==> src/rtl/ram_ctrl_pkg.sv <==
// ram_ctrl_pkg
// Shared definitions for the RAM access controller: default RAM geometry and
// the controller state encoding.
package ram_ctrl_pkg;

   localparam int ADDR_W_DEFAULT = 5;   // 32-word RAM
   localparam int DATA_W_DEFAULT = 3;   // 3-bit words

   typedef enum logic [2:0] {
      CLEAR   = 3'd0,   // zero-fill the whole RAM after reset
      IDLE    = 3'd1,   // accept writes, wait for the next scan tick
      WRITE   = 3'd2,   // single RAM write cycle
      ISSUE   = 3'd3,   // present read address; RAM registers it
      CAPTURE = 3'd4    // RAM q valid; latch into the display registers
   } state_t;

endpackage

==> src/rtl/ram_access_ctrl_if.sv <==
// ram_access_ctrl_if
// Write-request handshake between a user write source and ram_access_ctrl.
//   wr_req    source -> ctrl  request valid; held until wr_ready is seen
//   wr_addr   source -> ctrl  target address
//   wr_data   source -> ctrl  word to write
//   wr_ready  ctrl -> source  high only while the controller is idle
// Modports: master = write source, slave = controller.
interface ram_access_ctrl_if
   import ram_ctrl_pkg::*;
#(
   parameter int ADDR_W = ADDR_W_DEFAULT,
   parameter int DATA_W = DATA_W_DEFAULT
);

   logic              wr_req;
   logic [ADDR_W-1:0] wr_addr;
   logic [DATA_W-1:0] wr_data;
   logic              wr_ready;

   modport master (output wr_req, output wr_addr, output wr_data, input wr_ready);
   modport slave  (input wr_req, input wr_addr, input wr_data, output wr_ready);

endinterface

==> src/rtl/ram_access_ctrl_scan_tick_gen.sv <==
// scan_tick_gen
// Free-running divider that produces a one-cycle scan tick every SCAN_DIV
// enabled cycles. The count only advances while en is high and is returned
// to zero by reset, by clr, or by its own tick.
//   clock  in   clock
//   reset  in   synchronous active-high reset
//   en     in   count enable (controller idle)
//   clr    in   synchronous counter clear
//   tick   out  high in the enabled cycle where the count reaches SCAN_DIV-1
module scan_tick_gen
   import ram_ctrl_pkg::*;
#(
   parameter int SCAN_DIV = 50_000_000
) (
   input  logic clock,
   input  logic reset,
   input  logic en,
   input  logic clr,
   output logic tick
);

   localparam int CNT_W = (SCAN_DIV > 1) ? $clog2(SCAN_DIV) : 1;
   localparam logic [CNT_W-1:0] CNT_LAST = CNT_W'(SCAN_DIV - 1);

   logic [CNT_W-1:0] div_cnt_reg;

   assign tick = en & (div_cnt_reg == CNT_LAST);

   always_ff @(posedge clock) begin
      if (reset || clr || tick) begin
         div_cnt_reg <= '0;
      end else if (en) begin
         div_cnt_reg <= div_cnt_reg + CNT_W'(1);
      end
   end

endmodule

==> src/rtl/ram_access_ctrl.sv <==
// ram_access_ctrl
// Upstream controller for a single-port RAM with registered read address.
// After reset it zero-fills every word, then serves user writes and, while
// idle, periodically reads one address at a time for a display.
//   clock        in   clock
//   reset        in   synchronous active-high reset
//   wr_bus       slave side of the write handshake (wr_req/addr/data/ready)
//   busy         out  high during reset and while clearing
//   mem_address  out  RAM address
//   mem_data     out  RAM write data
//   mem_wren     out  RAM write enable
//   mem_q        in   RAM read data (valid the cycle after the address)
//   disp_addr    out  address of the last completed read
//   disp_data    out  data of the last completed read
//   disp_valid   out  one-cycle pulse when disp_addr/disp_data update
module ram_access_ctrl
   import ram_ctrl_pkg::*;
#(
   parameter int ADDR_W   = ADDR_W_DEFAULT,
   parameter int DATA_W   = DATA_W_DEFAULT,
   parameter int SCAN_DIV = 50_000_000
) (
   input  logic              clock,
   input  logic              reset,
   ram_access_ctrl_if.slave  wr_bus,
   output logic              busy,
   output logic [ADDR_W-1:0] mem_address,
   output logic [DATA_W-1:0] mem_data,
   output logic              mem_wren,
   input  logic [DATA_W-1:0] mem_q,
   output logic [ADDR_W-1:0] disp_addr,
   output logic [DATA_W-1:0] disp_data,
   output logic              disp_valid
);

   localparam logic [ADDR_W-1:0] LAST_ADDR = '1;

   state_t            state_reg;
   logic [ADDR_W-1:0] clr_cnt_reg;
   logic [ADDR_W-1:0] scan_ptr_reg;
   logic [ADDR_W-1:0] wr_addr_reg;
   logic [DATA_W-1:0] wr_data_reg;
   logic [ADDR_W-1:0] disp_addr_reg;
   logic [DATA_W-1:0] disp_data_reg;
   logic              disp_valid_reg;

   logic is_idle;
   logic wr_accept;
   logic scan_tick;

   assign is_idle   = (state_reg == IDLE);
   assign wr_accept = is_idle & wr_bus.wr_req;

   // Accepting a write restarts the scan interval, so a tick landing in the
   // same cycle is simply lost.
   scan_tick_gen #(
      .SCAN_DIV (SCAN_DIV)
   ) u_scan_tick_gen (
      .clock (clock),
      .reset (reset),
      .en    (is_idle),
      .clr   (wr_accept),
      .tick  (scan_tick)
   );

   always_ff @(posedge clock) begin
      if (reset) begin
         state_reg      <= CLEAR;
         clr_cnt_reg    <= '0;
         scan_ptr_reg   <= '0;
         wr_addr_reg    <= '0;
         wr_data_reg    <= '0;
         disp_addr_reg  <= '0;
         disp_data_reg  <= '0;
         disp_valid_reg <= 1'b0;
      end else begin
         disp_valid_reg <= 1'b0;
         case (state_reg)
            CLEAR: begin
               clr_cnt_reg <= clr_cnt_reg + ADDR_W'(1);
               if (clr_cnt_reg == LAST_ADDR) begin
                  state_reg <= IDLE;
               end
            end
            IDLE: begin
               if (wr_bus.wr_req) begin
                  wr_addr_reg <= wr_bus.wr_addr;
                  wr_data_reg <= wr_bus.wr_data;
                  state_reg   <= WRITE;
               end else if (scan_tick) begin
                  // Pre-increment: the first read after clearing is address 1.
                  scan_ptr_reg <= scan_ptr_reg + ADDR_W'(1);
                  state_reg    <= ISSUE;
               end
            end
            WRITE: begin
               // Read the freshly written word back for the display.
               scan_ptr_reg <= wr_addr_reg;
               state_reg    <= ISSUE;
            end
            ISSUE: begin
               state_reg <= CAPTURE;
            end
            CAPTURE: begin
               disp_addr_reg  <= scan_ptr_reg;
               disp_data_reg  <= mem_q;
               disp_valid_reg <= 1'b1;
               state_reg      <= IDLE;
            end
            default: begin
               state_reg   <= CLEAR;
               clr_cnt_reg <= '0;
            end
         endcase
      end
   end

   // RAM-side outputs decode registered state only; reset gates the write
   // enable so a write cycle interrupted by reset never reaches the RAM.
   always_comb begin
      mem_wren    = 1'b0;
      mem_address = scan_ptr_reg;
      mem_data    = '0;
      case (state_reg)
         CLEAR: begin
            mem_wren    = 1'b1;
            mem_address = clr_cnt_reg;
         end
         WRITE: begin
            mem_wren    = 1'b1;
            mem_address = wr_addr_reg;
            mem_data    = wr_data_reg;
         end
         default: ;
      endcase
      if (reset) begin
         mem_wren = 1'b0;
      end
   end

   assign busy            = reset | (state_reg == CLEAR);
   assign wr_bus.wr_ready = ~reset & is_idle;
   assign disp_addr       = disp_addr_reg;
   assign disp_data       = disp_data_reg;
   assign disp_valid      = disp_valid_reg;

endmodule

==> src/flat_wrapper.sv <==
// flat-port wrapper written by rule: the top's interface ports become plain ports
module ram_access_ctrl_flat import ram_ctrl_pkg::*;
#(
   parameter int ADDR_W   = ADDR_W_DEFAULT,
   parameter int DATA_W   = DATA_W_DEFAULT,
   parameter int SCAN_DIV = 50_000_000
)
  (clock, reset, busy, mem_address, mem_data, mem_wren, mem_q, disp_addr, disp_data, disp_valid, wr_bus_wr_req, wr_bus_wr_addr, wr_bus_wr_data, wr_bus_wr_ready);
  ram_access_ctrl_if #(.ADDR_W(ADDR_W), .DATA_W(DATA_W)) wr_bus_i ();
  input  logic clock;
  input  logic reset;
  output logic busy;
  output logic [ADDR_W-1:0] mem_address;
  output logic [DATA_W-1:0] mem_data;
  output logic mem_wren;
  input  logic [DATA_W-1:0] mem_q;
  output logic [ADDR_W-1:0] disp_addr;
  output logic [DATA_W-1:0] disp_data;
  output logic disp_valid;
  input wire logic [$bits(wr_bus_i.wr_req)-1:0] wr_bus_wr_req;
  input wire logic [$bits(wr_bus_i.wr_addr)-1:0] wr_bus_wr_addr;
  input wire logic [$bits(wr_bus_i.wr_data)-1:0] wr_bus_wr_data;
  output wire logic [$bits(wr_bus_i.wr_ready)-1:0] wr_bus_wr_ready;
  assign wr_bus_i.wr_req = wr_bus_wr_req;
  assign wr_bus_i.wr_addr = wr_bus_wr_addr;
  assign wr_bus_i.wr_data = wr_bus_wr_data;
  assign wr_bus_wr_ready = wr_bus_i.wr_ready;
  ram_access_ctrl #(.ADDR_W(ADDR_W), .DATA_W(DATA_W), .SCAN_DIV(SCAN_DIV)) u_core (.clock(clock), .reset(reset), .wr_bus(wr_bus_i), .busy(busy), .mem_address(mem_address), .mem_data(mem_data), .mem_wren(mem_wren), .mem_q(mem_q), .disp_addr(disp_addr), .disp_data(disp_data), .disp_valid(disp_valid));
endmodule
==> config.mk <==
export PLATFORM = sky130hd
export DESIGN_NAME = ram_access_ctrl_flat
export DESIGN_NICKNAME = d
export VERILOG_FILES = /design/src/rtl/ram_ctrl_pkg.sv /design/src/rtl/ram_access_ctrl_if.sv /design/src/rtl/ram_access_ctrl_scan_tick_gen.sv /design/src/rtl/ram_access_ctrl.sv /design/src/flat_wrapper.sv
export SDC_FILE = /design/constraint.sdc
export NUM_CORES = 1
export LEC_CHECK = 0
export ABC_AREA = 1
export ABC_CLOCK_PERIOD_IN_PS = 2900
export CAP_MARGIN = 20
export CELL_PAD_IN_SITES_DETAIL_PLACEMENT = 1
export CELL_PAD_IN_SITES_GLOBAL_PLACEMENT = 1
export CORE_ASPECT_RATIO = 0.8
export CORE_UTILIZATION = 43
export DETAILED_ROUTE_END_ITERATION = 10
export GPL_TIMING_DRIVEN = 0
export MAX_ROUTING_LAYER = met4
export PLACE_DENSITY_LB_ADDON = 0.12
export SYNTH_ARGS = -nofsm -noshare
export SYNTH_HDL_FRONTEND = slang
export SYNTH_SLANG_ARGS = --single-unit
export TNS_END_PERCENT = 5
==> constraint.sdc <==
create_clock -name clock -period 2.9 [get_ports clock]
set_input_delay 0.29 -clock clock [delete_from_list [all_inputs] [get_ports clock]]
set_output_delay 0.29 -clock clock [all_outputs]
set_load 0.01 [all_outputs]
* Word level (Yosys, flattened, before mapping)
Cells that the tools add are included.
** Storage, ports and cells
- Logic and storage cells :: 49
- Output and inout port bits :: 20
- Register bits :: 56
- Bits of input ports :: 14
** Operators by class
- Equality and inequality tests :: 10
- Bitwise operators :: 5
- Mux-type cells :: 13
- Add/sub/neg operators :: 3
- Reductions and logical operators :: 9
** Operators by type and width (count)
- $pmux W5 S2 :: 3
- $add A26 B1 Y26 const B :: 1
- $eq A26 B26 Y1 const B :: 1
- $pmux W3 S5 :: 1
- $mux W3 :: 4
- $add A5 B1 Y5 const B :: 2
- $mux W5 :: 2
- $eq A3 B2 Y1 const B :: 2
- $eq A5 B5 Y1 const B :: 1
- $ne A2 B2 Y1 const B :: 2
- $reduce_and A2 Y1 :: 2
- $reduce_or A4 Y1 :: 1
- $and A1 B1 Y1 :: 3
- $eq A3 B1 Y1 const B :: 1
- $eq A3 B3 Y1 const B :: 1
- $logic_not A3 Y1 :: 1
- $mux W1 :: 3
- $ne A3 B3 Y1 const B :: 1
- $reduce_and A3 Y1 :: 1
- $logic_or A1 B1 Y1 :: 2
- $ne A2 B1 Y1 const B :: 1
- $reduce_bool A2 Y1 :: 1
- $reduce_or A2 Y1 :: 1
- $not A1 Y1 :: 1
- $or A1 B1 Y1 :: 1

* Longest topological paths before layout
- Depth in word-level cells :: 5
- Mapped depth :: 10
- Mapped depth without buffers :: 10

* Hierarchy
From an unflattened synthesis, not the netlist that was laid out.
** Second synthesis, totals
- Cells, all modules :: 437
- Area total of the unflattened synthesis :: 3045.4 um^2
** By module, submodules not included
- scan_tick_gen :: area each 1620.3 um^2, sequential area each 520.5 um^2, times used 1, cells an instance 245
- ram_access_ctrl :: area each 1425.1 um^2, sequential area each 600.6 um^2, times used 1, cells an instance 192

* Worst setup path before layout
No wires, ideal clock.
- Path type :: flip-flop to output port
- Start :: reg u_core.state_reg[0]
- End :: out mem_data[0]
- Setup slack :: 1.472 ns
- Buffers on the path :: 1
- Data required time :: 2.610 ns
- Cell stages (with the launch flop) :: 7
- Arrival time :: 1.138 ns
- Cell sequence :: dfxtp_1 > inv_1 > nand2_2 > nor2_2 > inv_1 > buf_2 > nor2_1
** Between the ends
- Cells in the longest elaborated chain, start to end :: 2
** Ends and longest elaborated chain
- start: declaration :: line ram_access_ctrl.sv:38 : state_t state_reg;
- start signal: assignment :: line ram_access_ctrl.sv:68 : state_reg <= CLEAR;
- start signal: assignment :: line ram_access_ctrl.sv:82 : state_reg <= IDLE;
- start signal: assignment :: line ram_access_ctrl.sv:89 : state_reg <= WRITE;
- $eq A3 B2 Y1 :: line ram_access_ctrl.sv:124 : case (state_reg)
- $mux W3 :: line ram_access_ctrl.sv:124
- end: declaration :: line flat_wrapper.sv:14 : output logic [DATA_W-1:0] mem_data;
No other way between the ends.

* Final worst setup path
- Start :: in reset
- End :: out busy
** Between the ends
- Cells in the longest elaborated chain, start to end :: 1
** Ends and longest elaborated chain
- start: declaration :: line flat_wrapper.sv:11 : input logic reset;
- $or A1 B1 Y1 :: line ram_access_ctrl.sv:141 : assign busy = reset | (state_reg == CLEAR);
- end: declaration :: line flat_wrapper.sv:12 : output logic busy;
No other way between the ends.

==> metrics <==
Worst Path Required 2610 ps; # resized after CTS 0; Cell Area, Placed 0.003303 mm2; Setup crit start kind input pin; Layout area overhead 18.19%; maximum capacitance violations 0; Final Setup Violations 0; CTS tree done; post-synth net total 440; max_slew headroom 60.77%; Port Buffers 33; Critical Path Sink busy; clk_skew 4.063 ps; post-layout min period 2581 ps; number of synthesized register bits 56; # rows 26; CTS sink count 56; final core utilization 52.89%; total CTS buffers 5; antenna diode count 0; antenna violations before repair 0; first-pass GRT wire length 12760 um; post-DP HPWL 5964 um; CP arrival 2290 ps; CP endpoint kind output pin; Crit Path Class input pin to output pin; Post-Syn Area per Cell a little under 7 um2; most frequent cells in the layout 93 x nand2_1, 71 x nor2_1, 56 x dfxtp_1, 50 x inv_1, 33 x clkdlybuf4s50_1; layout cells sized above 1 under 10%; worst slack, placed 153.9 ps; routed wire length approximately 7800 um; post-synth cell types 34; I/O pin count 34; commonest non-fill, non-tap cell in the layout nand2_1; NumNets Final 479; via count approximately 2800; crit share post-route 88.99%; core area 0.006409 mm2; reg2reg setup slack approximately 1200 ps; DRC Markers 0; chip width 93.31 um; worst slew pin tran 586.2 ps; global route total overflow 0; drt wl/cell approximately 14 um; GPL Wtd Cong approximately 0.85; Post-Syn Instances between 400 and 500; P_leak 1.373 nW; Hold Worst Slack 461.0 ps; Max Clk Rate 387.5 MHz; DR iter-0 viols 121; top_reg_cell synth dfxtp_1; post-synthesis sequential area ratio 39.09%; Detail Route Antenna Nets 0; Die Span Y 75.05 um; PD cells around 380 mW/mm2; clock buffer depth 2; FFs w/ async S/R, synth 0%; max reg flops 26; unrepaired setup endpoints after global routing false; Final WS setup ~320 ps; final hold viol count 0; mapped cell area about 0.0029 mm2; Yosys warnings 0; clk slew on worst S/H paths 100 ps; CP startpoint reset; Post-CTS Setup Bufs 0; number of synthesized flops with an enable pin 0; final instance area 0.003390 mm2; CTS root buf clkbuf_8; Detailed Routing Iterations Pass 1 4; gr usage total 24.06%; R2R Path Start u_core.u_scan_tick_gen.div_cnt_reg[0]$_SDFFE_PP0P_; Worst VDD drop 0.2291 mV; worst hold path type flop to flop; CTS Hold Buffers Added 0; Clk Latency, worst-skew pair just over 300 ps; maximum fanout along the worst path 11; max-slew violation count 0; status finished, final reports clean; Post-Route Setup TNS 0 ps; vias per cell 5.136; reg2reg end u_core.u_scan_tick_gen.div_cnt_reg[14]$_SDFFE_PP0P_; fillcell total 862; number of global-route vias before repair 2686; DIE AREA 0.007002 mm2; pin count of the biggest net entering global routing 16; Starting Density 44.75%; H-tree lvl count 2; reg2reg path depth 9
routing by layer:
| metal | track usage, % | vias up | routed length (um) |
|---|---|---|---|
| met5 | - | - | 0 |
| met4 | 4.103 | 0 | 38 |
| met3 | 4.141 | 6 | 317 |
| met2 | 37.75 | 46 | 3450 |
| met1 | 33.07 | 1322 | 3975 |
| li1 | - | 1430 | - |
worst max-delay path, cell delays in order:
cell	delay [ps]
clkdlybuf4s50_1	620
inv_1	320
clkbuf_1	470
nand2_1	100
clkdlybuf4s50_1	490
cells in the mapped netlist (5+ instances only):
master	number	share of area (%)
nand2_1	93	12
nor2_1	71	9.3
dfxtp_1	56	39
inv_1	50	6.5
o21ai_0	26	4.5
a21oi_1	22	3.8
nand3_1	21	3.7
nand4_1	15	3.3
nor2_2	7	1.5
nor3_1	6	1.0
inv_2	5	0.65
xnor2_1	5	1.5
how the worst min path moves through the flow:
stage                                            start                            endpoint  slack (ps)  cells after the start
floorplan                            wr_bus_wr_addr[0]  u_core.wr_addr_reg[0]$_SDFFE_PP0P_         420                      2
global placement    u_core.wr_data_reg[2]$_SDFFE_PP0P_  u_core.wr_data_reg[2]$_SDFFE_PP0P_         440                      2
detailed placement  u_core.wr_data_reg[1]$_SDFFE_PP0P_  u_core.wr_data_reg[1]$_SDFFE_PP0P_         450                      2
CTS                 u_core.wr_data_reg[1]$_SDFFE_PP0P_  u_core.wr_data_reg[1]$_SDFFE_PP0P_         460                      2
global route        u_core.wr_data_reg[1]$_SDFFE_PP0P_  u_core.wr_data_reg[1]$_SDFFE_PP0P_         500                      2
finish              u_core.wr_data_reg[1]$_SDFFE_PP0P_  u_core.wr_data_reg[1]$_SDFFE_PP0P_         460                      2
power breakdown:
group          internal (mW)  switching [mW]  leakage [nW]  total (mW)
registers              0.772         0.00377         0.451       0.776
logic                 0.0321          0.0316         0.876      0.0637
clock network          0.196           0.255        0.0455       0.451
total                   1.00           0.291          1.37        1.29
area by class of cell:
class / count / area, um2 / area share [%]
Inverter: 56 / 215.2 / 6.349
Timing Repair Buffer: 33 / 330.3 / 9.745
Multi-Input combinational cell: 300 / 1468 / 43.30
Tap cell: 84 / 105.1 / 3.101
Sequential cell: 56 / 1121 / 33.08
Buffer: 9 / 60.06 / 1.772
Clock buffer: 8 / 90.09 / 2.658
cell families (layout without fill, tap and decap cells):
group / after synthesis / after routing / share of synthesized area, %
simple gates: 229 / 229 / 35.73
buf+inv: 66 / 106 / 9.729
compound gates: 59 / 59 / 11.26
flops: 56 / 56 / 39.09
xor+xnor: 8 / 8 / 2.443
fa+ha+maj: 4 / 4 / 1.745
metrics by stage:
step                      power, mW  cells
after CTS                     1.305    547
after detailed placement     0.8583    539
final                         1.291    546
after floorplan              0.8199    422
after global placement       0.8556    539
after global routing          1.337    546
Note: power is estimated with default switching activity, not from simulation.
